File: src/rtl/config_frame_loader_if.sv
// Word-stream side of the frame loader: receiver words in, fabric frame writes out.
// The receiver (master) drives the word stream; the loader (slave) drives the frame bus.
interface config_frame_loader_if #(
  parameter int NUM_ROWS = 16,
  parameter int IDX_W    = 5
);
  logic                cfg_active;
  logic [31:0]         write_data;
  logic                write_strobe;
  logic [NUM_ROWS-1:0] row_select;
  logic [31:0]         frame_data;
  logic [IDX_W-1:0]    frame_index;
  logic                frame_strobe;
  logic                frame_done;
  logic                busy;
  logic                error;

  modport master (
    output cfg_active, write_data, write_strobe,
    input  row_select, frame_data, frame_index, frame_strobe, frame_done, busy, error
  );

  modport slave (
    input  cfg_active, write_data, write_strobe,
    output row_select, frame_data, frame_index, frame_strobe, frame_done, busy, error
  );
endinterface

File: src/rtl/config_frame_loader.sv
// Turns configuration receiver words into per-row fabric frame writes.
// A tagged header word selects a row, then FRAME_WORDS data words are forwarded.
module config_frame_loader #(
  parameter int          NUM_ROWS    = 16,
  parameter int          FRAME_WORDS = 20,
  parameter int          IDX_W       = 5,
  parameter logic [15:0] HEADER_TAG  = 16'hFA5E
) (
  input  logic                  clk,
  input  logic                  reset,
  config_frame_loader_if.slave  bus
);

  typedef enum logic {IDLE, DATA} state_t;

  localparam logic [IDX_W-1:0] LAST_IDX = IDX_W'(FRAME_WORDS - 1);

  function automatic logic header_ok(input logic [31:0] w);
    return (w[31:16] == HEADER_TAG) && (int'(w[7:0]) < NUM_ROWS);
  endfunction

  function automatic logic [NUM_ROWS-1:0] one_hot_row(input logic [7:0] r);
    return NUM_ROWS'(1) << r;
  endfunction

  state_t              state_q, state_d;
  logic [IDX_W-1:0]    cnt_q, cnt_d;
  logic                cfg_active_p0;
  logic [NUM_ROWS-1:0] row_select_p1, row_select_d;
  logic [31:0]         frame_data_p1, frame_data_d;
  logic [IDX_W-1:0]    frame_index_p1, frame_index_d;
  logic                vld_p1, vld_d;
  logic                done_p1, done_d;
  logic                error_p1, error_d;

  logic accept, cfg_rise, cfg_fall;

  // Input stage: session edge detection and strobe qualification
  assign accept   = bus.write_strobe & bus.cfg_active;
  assign cfg_rise = ~cfg_active_p0 &  bus.cfg_active;
  assign cfg_fall =  cfg_active_p0 & ~bus.cfg_active;

  always_comb begin
    state_d       = state_q;
    cnt_d         = cnt_q;
    row_select_d  = row_select_p1;
    frame_data_d  = frame_data_p1;
    frame_index_d = frame_index_p1;
    vld_d         = 1'b0;
    done_d        = 1'b0;
    error_d       = error_p1;
    // Rising session edge clears; any error raised below in the same cycle wins
    if (cfg_rise) error_d = 1'b0;
    case (state_q)
      IDLE: begin
        row_select_d = '0;
        if (accept) begin
          if (header_ok(bus.write_data)) begin
            row_select_d = one_hot_row(bus.write_data[7:0]);
            cnt_d        = '0;
            state_d      = DATA;
          end else begin
            error_d = 1'b1;
          end
        end
      end
      DATA: begin
        // A falling session edge implies cfg_active=0, so a strobe here is already ignored
        if (cfg_fall) begin
          state_d      = IDLE;
          row_select_d = '0;
          error_d      = 1'b1;
        end else if (accept) begin
          frame_data_d  = bus.write_data;
          frame_index_d = cnt_q;
          vld_d         = 1'b1;
          if (cnt_q == LAST_IDX) begin
            state_d = IDLE;
            done_d  = 1'b1;
          end else begin
            cnt_d = cnt_q + 1'b1;
          end
        end
      end
      default: state_d = IDLE;
    endcase
  end

  // Output stage: registered frame bus, strobe one cycle after the accepted word
  always_ff @(posedge clk) begin
    if (reset) begin
      state_q        <= IDLE;
      cnt_q          <= '0;
      cfg_active_p0  <= 1'b0;
      row_select_p1  <= '0;
      frame_data_p1  <= '0;
      frame_index_p1 <= '0;
      vld_p1         <= 1'b0;
      done_p1        <= 1'b0;
      error_p1       <= 1'b0;
    end else begin
      state_q        <= state_d;
      cnt_q          <= cnt_d;
      cfg_active_p0  <= bus.cfg_active;
      row_select_p1  <= row_select_d;
      frame_data_p1  <= frame_data_d;
      frame_index_p1 <= frame_index_d;
      vld_p1         <= vld_d;
      done_p1        <= done_d;
      error_p1       <= error_d;
    end
  end

  assign bus.row_select   = row_select_p1;
  assign bus.frame_data   = frame_data_p1;
  assign bus.frame_index  = frame_index_p1;
  assign bus.frame_strobe = vld_p1;
  assign bus.frame_done   = done_p1;
  assign bus.busy         = (state_q == DATA);
  assign bus.error        = error_p1;

endmodule
File: src/flat_wrapper.sv
// flat-port wrapper written by rule: the top's interface ports become plain ports
module config_frame_loader_flat 
#(
  parameter int          NUM_ROWS    = 16,
  parameter int          FRAME_WORDS = 20,
  parameter int          IDX_W       = 5,
  parameter logic [15:0] HEADER_TAG  = 16'hFA5E
)
  (clk, reset, bus_cfg_active, bus_write_data, bus_write_strobe, bus_row_select, bus_frame_data, bus_frame_index, bus_frame_strobe, bus_frame_done, bus_busy, bus_error);
  config_frame_loader_if #(.NUM_ROWS(NUM_ROWS), .IDX_W(IDX_W)) bus_i ();
  input  logic clk;
  input  logic reset;
  input wire logic [$bits(bus_i.cfg_active)-1:0] bus_cfg_active;
  input wire logic [$bits(bus_i.write_data)-1:0] bus_write_data;
  input wire logic [$bits(bus_i.write_strobe)-1:0] bus_write_strobe;
  output wire logic [$bits(bus_i.row_select)-1:0] bus_row_select;
  output wire logic [$bits(bus_i.frame_data)-1:0] bus_frame_data;
  output wire logic [$bits(bus_i.frame_index)-1:0] bus_frame_index;
  output wire logic [$bits(bus_i.frame_strobe)-1:0] bus_frame_strobe;
  output wire logic [$bits(bus_i.frame_done)-1:0] bus_frame_done;
  output wire logic [$bits(bus_i.busy)-1:0] bus_busy;
  output wire logic [$bits(bus_i.error)-1:0] bus_error;
  assign bus_i.cfg_active = bus_cfg_active;
  assign bus_i.write_data = bus_write_data;
  assign bus_i.write_strobe = bus_write_strobe;
  assign bus_row_select = bus_i.row_select;
  assign bus_frame_data = bus_i.frame_data;
  assign bus_frame_index = bus_i.frame_index;
  assign bus_frame_strobe = bus_i.frame_strobe;
  assign bus_frame_done = bus_i.frame_done;
  assign bus_busy = bus_i.busy;
  assign bus_error = bus_i.error;
  config_frame_loader #(.NUM_ROWS(NUM_ROWS), .FRAME_WORDS(FRAME_WORDS), .IDX_W(IDX_W), .HEADER_TAG(HEADER_TAG)) u_core (.clk(clk), .reset(reset), .bus(bus_i));
endmodule
File: config.mk
export PLATFORM = sky130hd
export DESIGN_NAME = config_frame_loader_flat
export DESIGN_NICKNAME = d
export VERILOG_FILES = /design/src/rtl/config_frame_loader_if.sv /design/src/rtl/config_frame_loader.sv /design/src/flat_wrapper.sv
export SDC_FILE = /design/constraint.sdc
export NUM_CORES = 1
export LEC_CHECK = 0
export BUFFER_PORTS_ARGS = -buffer_cell sky130_fd_sc_hd__buf_2
export CAP_MARGIN = 20
export CORE_MARGIN = 2
export CORE_UTILIZATION = 40
export CTS_CLUSTER_DIAMETER = 200
export DETAILED_ROUTE_END_ITERATION = 12
export HOLD_SLACK_MARGIN = 0.05
export PLACE_DENSITY = 0.67
export SLEW_MARGIN = 10
export SYNTH_ARGS = -nofsm -noshare
export SYNTH_HDL_FRONTEND = slang
export SYNTH_SLANG_ARGS = --single-unit
File: constraint.sdc
create_clock -name clk -period 4.45 [get_ports clk]
set_input_delay 0.89 -clock clk [delete_from_list [all_inputs] [get_ports clk]]
set_output_delay 0.89 -clock clk [all_outputs]
set_load 0.01 [all_outputs]
==> impl_metrics.prom, run 1 <==
# TYPE chip_impl_metric gauge
chip_impl_info{name="outcome",value="finished clean"} 1
chip_impl_metric{name="internal-power",unit="mW"} 0.852
chip_impl_metric{name="wire_per_inst",unit="µm"} 13.4
chip_impl_metric{name="route.detailed.vias_per_inst",unit=""} 4.95
chip_impl_metric{name="cts.htree.levels",unit=""} 3
chip_impl_metric{name="power.share.switching",unit="%"} 22.3
chip_impl_metric{name="sequentialPowerShare",unit="%"} 51.6
chip_impl_metric{name="comb_power_share",unit="%"} 3.8
chip_impl_metric{name="fillCellCount",unit=""} 589
chip_impl_metric{name="drcViolationCount",unit=""} 0
chip_impl_metric{name="area_growth_syn_to_layout",unit="%"} 28.0
chip_impl_info{name="layout.cells.most_common",value="sky130_fd_sc_hd__nand2_1"} 1
chip_impl_metric{name="synthesis.yosys.warnings",unit=""} 0
chip_impl_metric{name="cts.sinks",unit=""} 63
chip_impl_metric{name="holdBufCountCts",unit=""} 0
chip_impl_metric{name="synth_compound_area_share",unit="%"} 17.6
chip_impl_metric{name="fin_tns_setup",unit="ps"} 0
chip_impl_metric{name="timing.final.hold_violations",unit=""} 0
chip_impl_metric{name="static-leakage-power",unit="nW"} 1.35
chip_impl_info{name="critical_path.startpoint_type",value="input port"} 1
chip_impl_metric{name="gr-usage-all-layers",unit="%"} 17.9
chip_impl_metric{name="placeableCoreArea",unit="µm²"} 5890
chip_impl_metric{name="clock_transition_at_the_register_clock_pins_on_the_worst_setup_and_hold_paths_after_cts",unit="ps"} 70
chip_impl_metric{name="post_synth_inst_count",unit=""} 284
chip_impl_metric{name="crit_fanout",unit=""} 21
chip_impl_metric{name="std_cell_rows",unit=""} 28
chip_impl_info{name="timing.setup.critical_path_class",value="in -> reg"} 1
chip_impl_metric{name="synth_nets",unit=""} 321
chip_impl_metric{name="preCtsSetupSlack",unit="ps"} 1670
chip_impl_metric{name="postSynthAreaPerCell",unit="µm²"} 8.54
chip_impl_metric{name="floorplan.io_pins",unit=""} 93
chip_impl_info{name="cts.root.buffer_cell",value="sky130_fd_sc_hd__clkbuf_8"} 1
chip_impl_metric{name="synth-xor-area-share",unit="%"} 1.08
chip_impl_metric{name="die-area",unit="µm²"} 6700
chip_impl_metric{name="worst-r2r-setup-slack",unit="ps"} 2370
chip_impl_metric{name="synth.distinct_cells",unit=""} 32
chip_impl_metric{name="finalMaxSlewViolations",unit=""} 0
chip_impl_metric{name="place.gp.congestion",unit=""} 0.766
chip_impl_metric{name="grt_pass1_vias",unit=""} 2005
chip_impl_metric{name="grt_pass1_wl",unit="mm"} 9.19
chip_impl_metric{name="iteration_0_drc_count_of_the_detailed_router",unit=""} 54
chip_impl_metric{name="grt_antenna_before_repair",unit=""} 0
chip_impl_info{name="timing.hold.worst.start",value="u_core.bus.frame_data[5]"} 1
chip_impl_metric{name="synth.yosys.seq_area_share",unit="%"} 52.0
chip_impl_metric{name="final_critical_delay_including_setup_and_external_delays",unit="ps"} 2440
chip_impl_metric{name="dp.final_hpwl",unit="mm"} 3.97
chip_impl_metric{name="mux_cell_area_share_after_synthesis",unit="%"} 0
chip_impl_metric{name="dr.pass1.iters",unit=""} 4
chip_impl_metric{name="final-setup-viol-count",unit=""} 0
chip_impl_metric{name="share_clk_of_total_power",unit="%"} 44.6
chip_impl_metric{name="count_of_cells_resized_by_post_cts_repair",unit=""} 0
chip_impl_metric{name="fmaxAchievable",unit="GHz"} 0.409
chip_impl_metric{name="antenna_violating_nets_post_route",unit=""} 0
chip_impl_metric{name="final_min_period_over_clock_period",unit="%"} 54.9
chip_impl_metric{name="totalWireLength",unit="mm"} 5.99
chip_impl_metric{name="synth_simple_gate_area_share",unit="%"} 24.9
chip_impl_metric{name="die_x",unit="µm"} 81.9
chip_impl_metric{name="cp.required",unit="ps"} 4680
chip_impl_info{name="worst_hold_path_type",value="reg -> reg"} 1
chip_impl_metric{name="worst-endpoint-arrival",unit="ps"} 2670
chip_impl_metric{name="yosys.area_share.adder",unit="%"} 0.516
chip_impl_metric{name="final_core_utilization",unit="%"} 52.7
chip_impl_metric{name="cts_post_setup_buffers_inserted",unit=""} 0
chip_impl_metric{name="fin_nets",unit=""} 405
chip_impl_info{name="critical_path.reg2reg.startpoint",value="u_core.bus.busy"} 1
chip_impl_metric{name="cap_viol_max_count",unit=""} 0
chip_impl_metric{name="grt_max_degree",unit=""} 46
chip_impl_metric{name="port_buffers",unit=""} 92
chip_impl_metric{name="regArea",unit="µm²"} 1260
chip_impl_metric{name="slew_at_the_pin_with_the_worst_max_slew_slack",unit="ps"} 966
chip_impl_info{name="rr_endpoint",value="u_core.cnt_q[0]"} 1
chip_impl_metric{name="hold_depth",unit=""} 2
chip_impl_metric{name="slew_headroom",unit="%"} 35.6
chip_impl_metric{name="powerDensity",unit="nW/µm²"} 353
chip_impl_metric{name="power.net_switching",unit="mW"} 0.245
chip_impl_info{name="cts_tree",value="yes"} 1
chip_impl_metric{name="detailroute.via_count",unit=""} 2216
chip_impl_metric{name="setup_slack",unit="ps"} 2010
chip_impl_metric{name="yosys_register_bits",unit=""} 63
chip_impl_info{name="commonest_cells_after_routing_fill_and_taps_aside",value="97 x sky130_fd_sc_hd__nand2_1, 92 x sky130_fd_sc_hd__buf_2, 63 x sky130_fd_sc_hd__dfxtp_1, 41 x sky130_fd_sc_hd__a21oi_1, 10 x sky130_fd_sc_hd__clkbuf_8"} 1
chip_impl_info{name="rsz0062_at_grt",value="no"} 1
chip_impl_info{name="hold_end",value="u_core.bus.frame_data[5]"} 1
chip_impl_metric{name="die_y",unit="µm"} 81.9
chip_impl_metric{name="clock_path_buffers",unit=""} 2
chip_impl_metric{name="grt.overflow.total",unit=""} 0
chip_impl_info{name="worstSetupEndpointType",value="flop"} 1
chip_impl_metric{name="drive_above_1_share",unit="%"} 32.4
chip_impl_metric{name="vdd_ir_drop_max",unit="µV"} 150
chip_impl_metric{name="timing.reg2reg.worst_path_depth",unit=""} 4
chip_impl_metric{name="clk-insertion-delay-late",unit="ps"} 330
chip_impl_metric{name="initial_utilization",unit="%"} 41.2
chip_impl_metric{name="final.setup_skew",unit="ps"} 8.09
chip_impl_metric{name="syn-cell-area",unit="µm²"} 2420
chip_impl_metric{name="number_of_diodes_added_for_antenna_fixing",unit=""} 0
chip_impl_metric{name="tritoncts.num_buffers",unit=""} 9
chip_impl_metric{name="fin_worst_hold_slack",unit="ps"} 452
chip_impl_metric{name="multi_input_logic_area",unit="µm²"} 1070
chip_impl_info{name="combinational_family_with_the_most_area_after_synthesis",value="simple AND/OR/NAND/NOR gates"} 1
==> logic make-up (layout without fill, tap and decap cells) <==
group / Yosys count / in the layout
simple gates: 132 / 132
flops: 63 / 63
compound gates: 62 / 62
buf+inv: 23 / 112
xor+xnor: 3 / 3
fa+ha+maj: 1 / 1
==> cell usage after synthesis, drive strengths merged <==
cell	number	share of area, %
a41o	1	0.41
nand4	2	0.52
nand4bb	1	0.46
o41ai	8	5.1
o21ai	2	0.41
or4b	1	0.57
buf	2	0.67
and3	6	1.5
a211o	1	0.36
nor3	1	0.21
or3	2	0.52
nor2	4	0.62
nor2b	2	0.52
ha	1	0.52
o31ai	8	2.5
nand3b	3	0.93
dfxtp	63	52
nand3	4	0.83
clkbuf	19	2.9
nand4b	2	0.72
nand2	98	15
nand2b	3	0.77
a221o	1	0.41
a21oi	41	8.5
inv	2	0.31
or2	1	0.26
nor4	2	1.1
xnor2	3	1.1
==> per-layer routing <==
layer	track usage [%]	vias to the layer above	routed length [µm]
li1	-	1128	-
met1	22.7	1015	2800
met2	28.5	62	2760
met3	3.74	11	312
met4	9.83	0	121
met5	0	-	0
==> flip-flops by register name, summed over array words and instances, names as in the netlist <==
| name | count |
|---|---|
| u_core.bus.row_select | 16 |
| u_core.cnt_q | 5 |
| u_core.bus.error | 1 |
| u_core.bus.frame_index | 5 |
| u_core.bus.busy | 1 |
| u_core.bus.frame_done | 1 |
| u_core.bus.frame_data | 32 |
| u_core.cfg_active_p0 | 1 |
| u_core.bus.frame_strobe | 1 |
==> how the worst max path moves through the flow <==
stage                                      endpoint  slack, ps         startpoint  cells after the start
after CTS                  u_core.bus.row_select[1]       2020  bus_write_data[4]                      5
after detailed placement   u_core.bus.row_select[1]       1670  bus_write_data[4]                      5
final                      u_core.bus.row_select[1]       2010  bus_write_data[4]                      5
after global routing       u_core.bus.row_select[1]       1880  bus_write_data[4]                      5
after floorplan           u_core.bus.row_select[13]       2100  bus_write_data[4]                      5
after global placement     u_core.bus.row_select[1]       1750  bus_write_data[4]                      5
==> power groups by stage <==
stage / clock network [mW] / registers [mW] / logic [mW]
after floorplan: 0 / 0.578 / 0.0190
after global placement: 0 / 0.578 / 0.0418
after detailed placement: 0 / 0.578 / 0.0419
after CTS: 0.501 / 0.565 / 0.0422
after global routing: 0.525 / 0.565 / 0.0462
final: 0.489 / 0.565 / 0.0421
==> per-stage QoR <==
| stage | std cells | power, mW | area, µm² |
|---|---|---|---|
| final | 448 | 1.10 | 3100 |
| after global routing | 448 | 1.14 | 3100 |
| after CTS | 448 | 1.11 | 3100 |
| after detailed placement | 432 | 0.620 | 2910 |
| after global placement | 432 | 0.620 | 2910 |
| after floorplan | 284 | 0.597 | 2420 |
==> cell type report <==
| cell class | count | area share [%] |
|---|---|---|
| tap | 75 | 3.02 |
| sequential | 63 | 40.6 |
| clock buffer | 10 | 4.43 |
| timing repair buffer | 94 | 15.3 |
| multi-input combinational | 198 | 34.4 |
| inverter | 2 | 0.242 |
| clock inverter | 6 | 1.93 |
==> critical path, cell delays in order <==
cell,delay [ps]
sky130_fd_sc_hd__buf_2,120
sky130_fd_sc_hd__or4b_4,540
sky130_fd_sc_hd__nor4_4,350
sky130_fd_sc_hd__nand2_2,340
sky130_fd_sc_hd__o41ai_1,430
Power figures use the tool's default switching activity.
==> inputs of run 2 (changes only) <==
Settings changed: PLACE_DENSITY 0.67 to 0.7.
Clock period 4.45 ns to 2.2 ns, I/O delays scaled along.
==> impl_metrics.prom, run 2 (synthesis gave the netlist of run 1 again) <==
# TYPE chip_impl_metric gauge
chip_impl_info{name="cts_tree",value="yes"} 1
chip_impl_metric{name="fin_cells",unit=""} 451
chip_impl_metric{name="cts_post_setup_buffers_inserted",unit=""} 0
chip_impl_metric{name="route.detailed.vias_per_inst",unit=""} 4.91
chip_impl_info{name="worstSetupEndpointType",value="flop"} 1
chip_impl_metric{name="tritoncts.num_buffers",unit=""} 9
chip_impl_metric{name="timing.final.hold_violations",unit=""} 0
chip_impl_metric{name="die-area",unit="µm²"} 6700
chip_impl_metric{name="final-setup-viol-count",unit=""} 0
chip_impl_info{name="rr_endpoint",value="u_core.cnt_q[3]"} 1
chip_impl_metric{name="detailroute.via_count",unit=""} 2215
chip_impl_metric{name="postLayoutCellArea",unit="µm²"} 3190
chip_impl_info{name="cts.root.buffer_cell",value="sky130_fd_sc_hd__clkbuf_8"} 1
chip_impl_metric{name="crit_fanout",unit=""} 21
chip_impl_info{name="critical_path.startpoint_type",value="input port"} 1
chip_impl_metric{name="slew_at_the_pin_with_the_worst_max_slew_slack",unit="ps"} 625
chip_impl_metric{name="area_growth_syn_to_layout",unit="%"} 31.7
chip_impl_metric{name="floorplan.io_pins",unit=""} 93
chip_impl_metric{name="grt_pass1_vias",unit=""} 1982
chip_impl_metric{name="final_min_period_over_clock_period",unit="%"} 80.7
chip_impl_metric{name="grt_max_degree",unit=""} 38
chip_impl_metric{name="antenna_violating_nets_post_route",unit=""} 0
chip_impl_metric{name="dp.final_hpwl",unit="mm"} 4.10
chip_impl_metric{name="port_buffers",unit=""} 92
chip_impl_info{name="rsz0062_at_grt",value="no"} 1
chip_impl_info{name="layout.cells.most_common",value="sky130_fd_sc_hd__nand2_1"} 1
chip_impl_metric{name="share_clk_of_total_power",unit="%"} 50.0
chip_impl_metric{name="worst-r2r-setup-slack",unit="ps"} 650
chip_impl_metric{name="holdBufCountCts",unit=""} 0
chip_impl_metric{name="slew_headroom",unit="%"} 58.3
chip_impl_metric{name="clock_transition_at_the_register_clock_pins_on_the_worst_setup_and_hold_paths_after_cts",unit="ps"} 70
chip_impl_metric{name="grt.overflow.total",unit=""} 0
chip_impl_metric{name="iteration_0_drc_count_of_the_detailed_router",unit=""} 102
chip_impl_metric{name="grt_pass1_wl",unit="mm"} 9.35
chip_impl_metric{name="clock_path_buffers",unit=""} 2
chip_impl_metric{name="placeableCoreArea",unit="µm²"} 5890
chip_impl_metric{name="place.gp.congestion",unit=""} 0.715
chip_impl_metric{name="initial_utilization",unit="%"} 41.2
chip_impl_metric{name="final.setup_skew",unit="ps"} 7.98
chip_impl_metric{name="totalWireLength",unit="mm"} 5.86
chip_impl_metric{name="power.net_switching",unit="mW"} 0.473
chip_impl_metric{name="static-leakage-power",unit="nW"} 1.41
chip_impl_metric{name="finalMaxSlewViolations",unit=""} 0
chip_impl_metric{name="die_y",unit="µm"} 81.9
chip_impl_metric{name="count_of_cells_resized_by_post_cts_repair",unit=""} 0
chip_impl_metric{name="cap_viol_max_count",unit=""} 0
chip_impl_metric{name="final_core_utilization",unit="%"} 54.3
chip_impl_metric{name="cts.htree.levels",unit=""} 3
chip_impl_metric{name="drive_above_1_share",unit="%"} 32.7
chip_impl_info{name="commonest_cells_after_routing_fill_and_taps_aside",value="97 x sky130_fd_sc_hd__nand2_1, 92 x sky130_fd_sc_hd__buf_2, 63 x sky130_fd_sc_hd__dfxtp_1, 41 x sky130_fd_sc_hd__a21oi_1, 11 x sky130_fd_sc_hd__clkbuf_8"} 1
chip_impl_info{name="worst_hold_path_type",value="in -> reg"} 1
chip_impl_metric{name="powerDensity",unit="nW/µm²"} 770
chip_impl_metric{name="worst-endpoint-arrival",unit="ps"} 2010
chip_impl_metric{name="clk-insertion-delay-late",unit="ps"} 330
chip_impl_metric{name="cp.required",unit="ps"} 2430
chip_impl_metric{name="sequentialPowerShare",unit="%"} 46.5
chip_impl_metric{name="dp_cells",unit=""} 436
chip_impl_metric{name="grt_antenna_before_repair",unit=""} 0
chip_impl_metric{name="detailed_place.area",unit="µm²"} 2950
chip_impl_metric{name="comb_power_share",unit="%"} 3.5
chip_impl_metric{name="final_critical_delay_including_setup_and_external_delays",unit="ps"} 1780
chip_impl_metric{name="hold_depth",unit=""} 3
chip_impl_metric{name="fin_nets",unit=""} 409
chip_impl_metric{name="timing.reg2reg.worst_path_depth",unit=""} 5
chip_impl_metric{name="die_x",unit="µm"} 81.9
chip_impl_metric{name="number_of_diodes_added_for_antenna_fixing",unit=""} 0
chip_impl_info{name="timing.setup.critical_path_class",value="in -> reg"} 1
chip_impl_metric{name="fin_tns_setup",unit="ps"} 0
chip_impl_info{name="timing.hold.worst.start",value="bus_write_data[8]"} 1
chip_impl_metric{name="cts.sinks",unit=""} 63
chip_impl_info{name="hold_end",value="u_core.bus.frame_data[8]"} 1
chip_impl_metric{name="largest_register_ffs",unit=""} 32
chip_impl_metric{name="wire_per_inst",unit="µm"} 13.0
chip_impl_metric{name="std_cell_rows",unit=""} 28
chip_impl_metric{name="gr-usage-all-layers",unit="%"} 18.5
chip_impl_metric{name="vdd_ir_drop_max",unit="µV"} 430
chip_impl_metric{name="dr.pass1.iters",unit=""} 4
chip_impl_metric{name="internal-power",unit="mW"} 1.99
chip_impl_info{name="outcome",value="finished clean"} 1
chip_impl_metric{name="power.share.switching",unit="%"} 19.2
chip_impl_info{name="critical_path.reg2reg.startpoint",value="u_core.bus.busy"} 1
chip_impl_metric{name="drcViolationCount",unit=""} 0
chip_impl_metric{name="fmaxAchievable",unit="GHz"} 0.563
## run 2: cell count changes in the layout (fill, tap and decap cells not counted), sizes merged
cell	change
buf	+4
bufinv	+2
clkbuf	+2
clkinv	-3
clkinvlp	-2
## run 2: per-layer routing
layer	routed length [µm]	vias to the layer above	global-route usage [%]
met5	0	-	0
met4	79	0	8.17
met3	314	6	5.71
met2	2920	51	29.5
met1	2550	1018	22.8
li1	-	1140	-
## run 2: worst max-delay path, cell delays in order
cell	delay, ps
sky130_fd_sc_hd__buf_2	100
sky130_fd_sc_hd__or4b_4	550
sky130_fd_sc_hd__nor4_4	320
sky130_fd_sc_hd__nand2_2	100
sky130_fd_sc_hd__buf_12	170
sky130_fd_sc_hd__o41ai_1	310
## run 2: layout make-up
class	instances	area, µm²
clock buffer	12	155
clock inverter	3	90.1
fill	557	2690
inverter	2	7.51
multi-input combinational	198	1070
sequential	63	1260
tap	75	93.8
timing repair buffer	98	518
## run 2: power by group through the flow
stage / Combinational [mW] / Clock [mW] / Sequential, mW
6_report: 0.0864 / 1.23 / 1.14
5_1_grt: 0.0956 / 1.32 / 1.14
4_1_cts: 0.0872 / 1.26 / 1.14
3_5_place_dp: 0.0868 / 0 / 1.17
3_3_place_gp: 0.0858 / 0 / 1.17
2_1_floorplan: 0.0383 / 0 / 1.17
## run 2: stage by stage
step | hold slack (ps) | power (mW) | setup WS (ps)
after global placement | 433 | 1.26 | 106
after global routing | 335 | 2.55 | 277
after floorplan | 457 | 1.21 | 305
after detailed placement | 432 | 1.26 | 73.0
final | 343 | 2.46 | 424
after CTS | 325 | 2.49 | 429
## run 2: worst max-delay path by stage
stage | startpoint | endpoint | slack, ps | cells after the start
6_report | bus_write_data[4] | u_core.bus.row_select[1] | 420 | 6
5_1_grt | bus_write_data[4] | u_core.bus.row_select[1] | 280 | 6
4_1_cts | bus_write_data[4] | u_core.bus.row_select[1] | 430 | 6
3_5_place_dp | bus_write_data[4] | u_core.bus.row_select[1] | 70 | 6
3_3_place_gp | bus_write_data[4] | u_core.bus.row_select[1] | 110 | 6
2_1_floorplan | bus_write_data[4] | u_core.bus.row_select[13] | 300 | 5
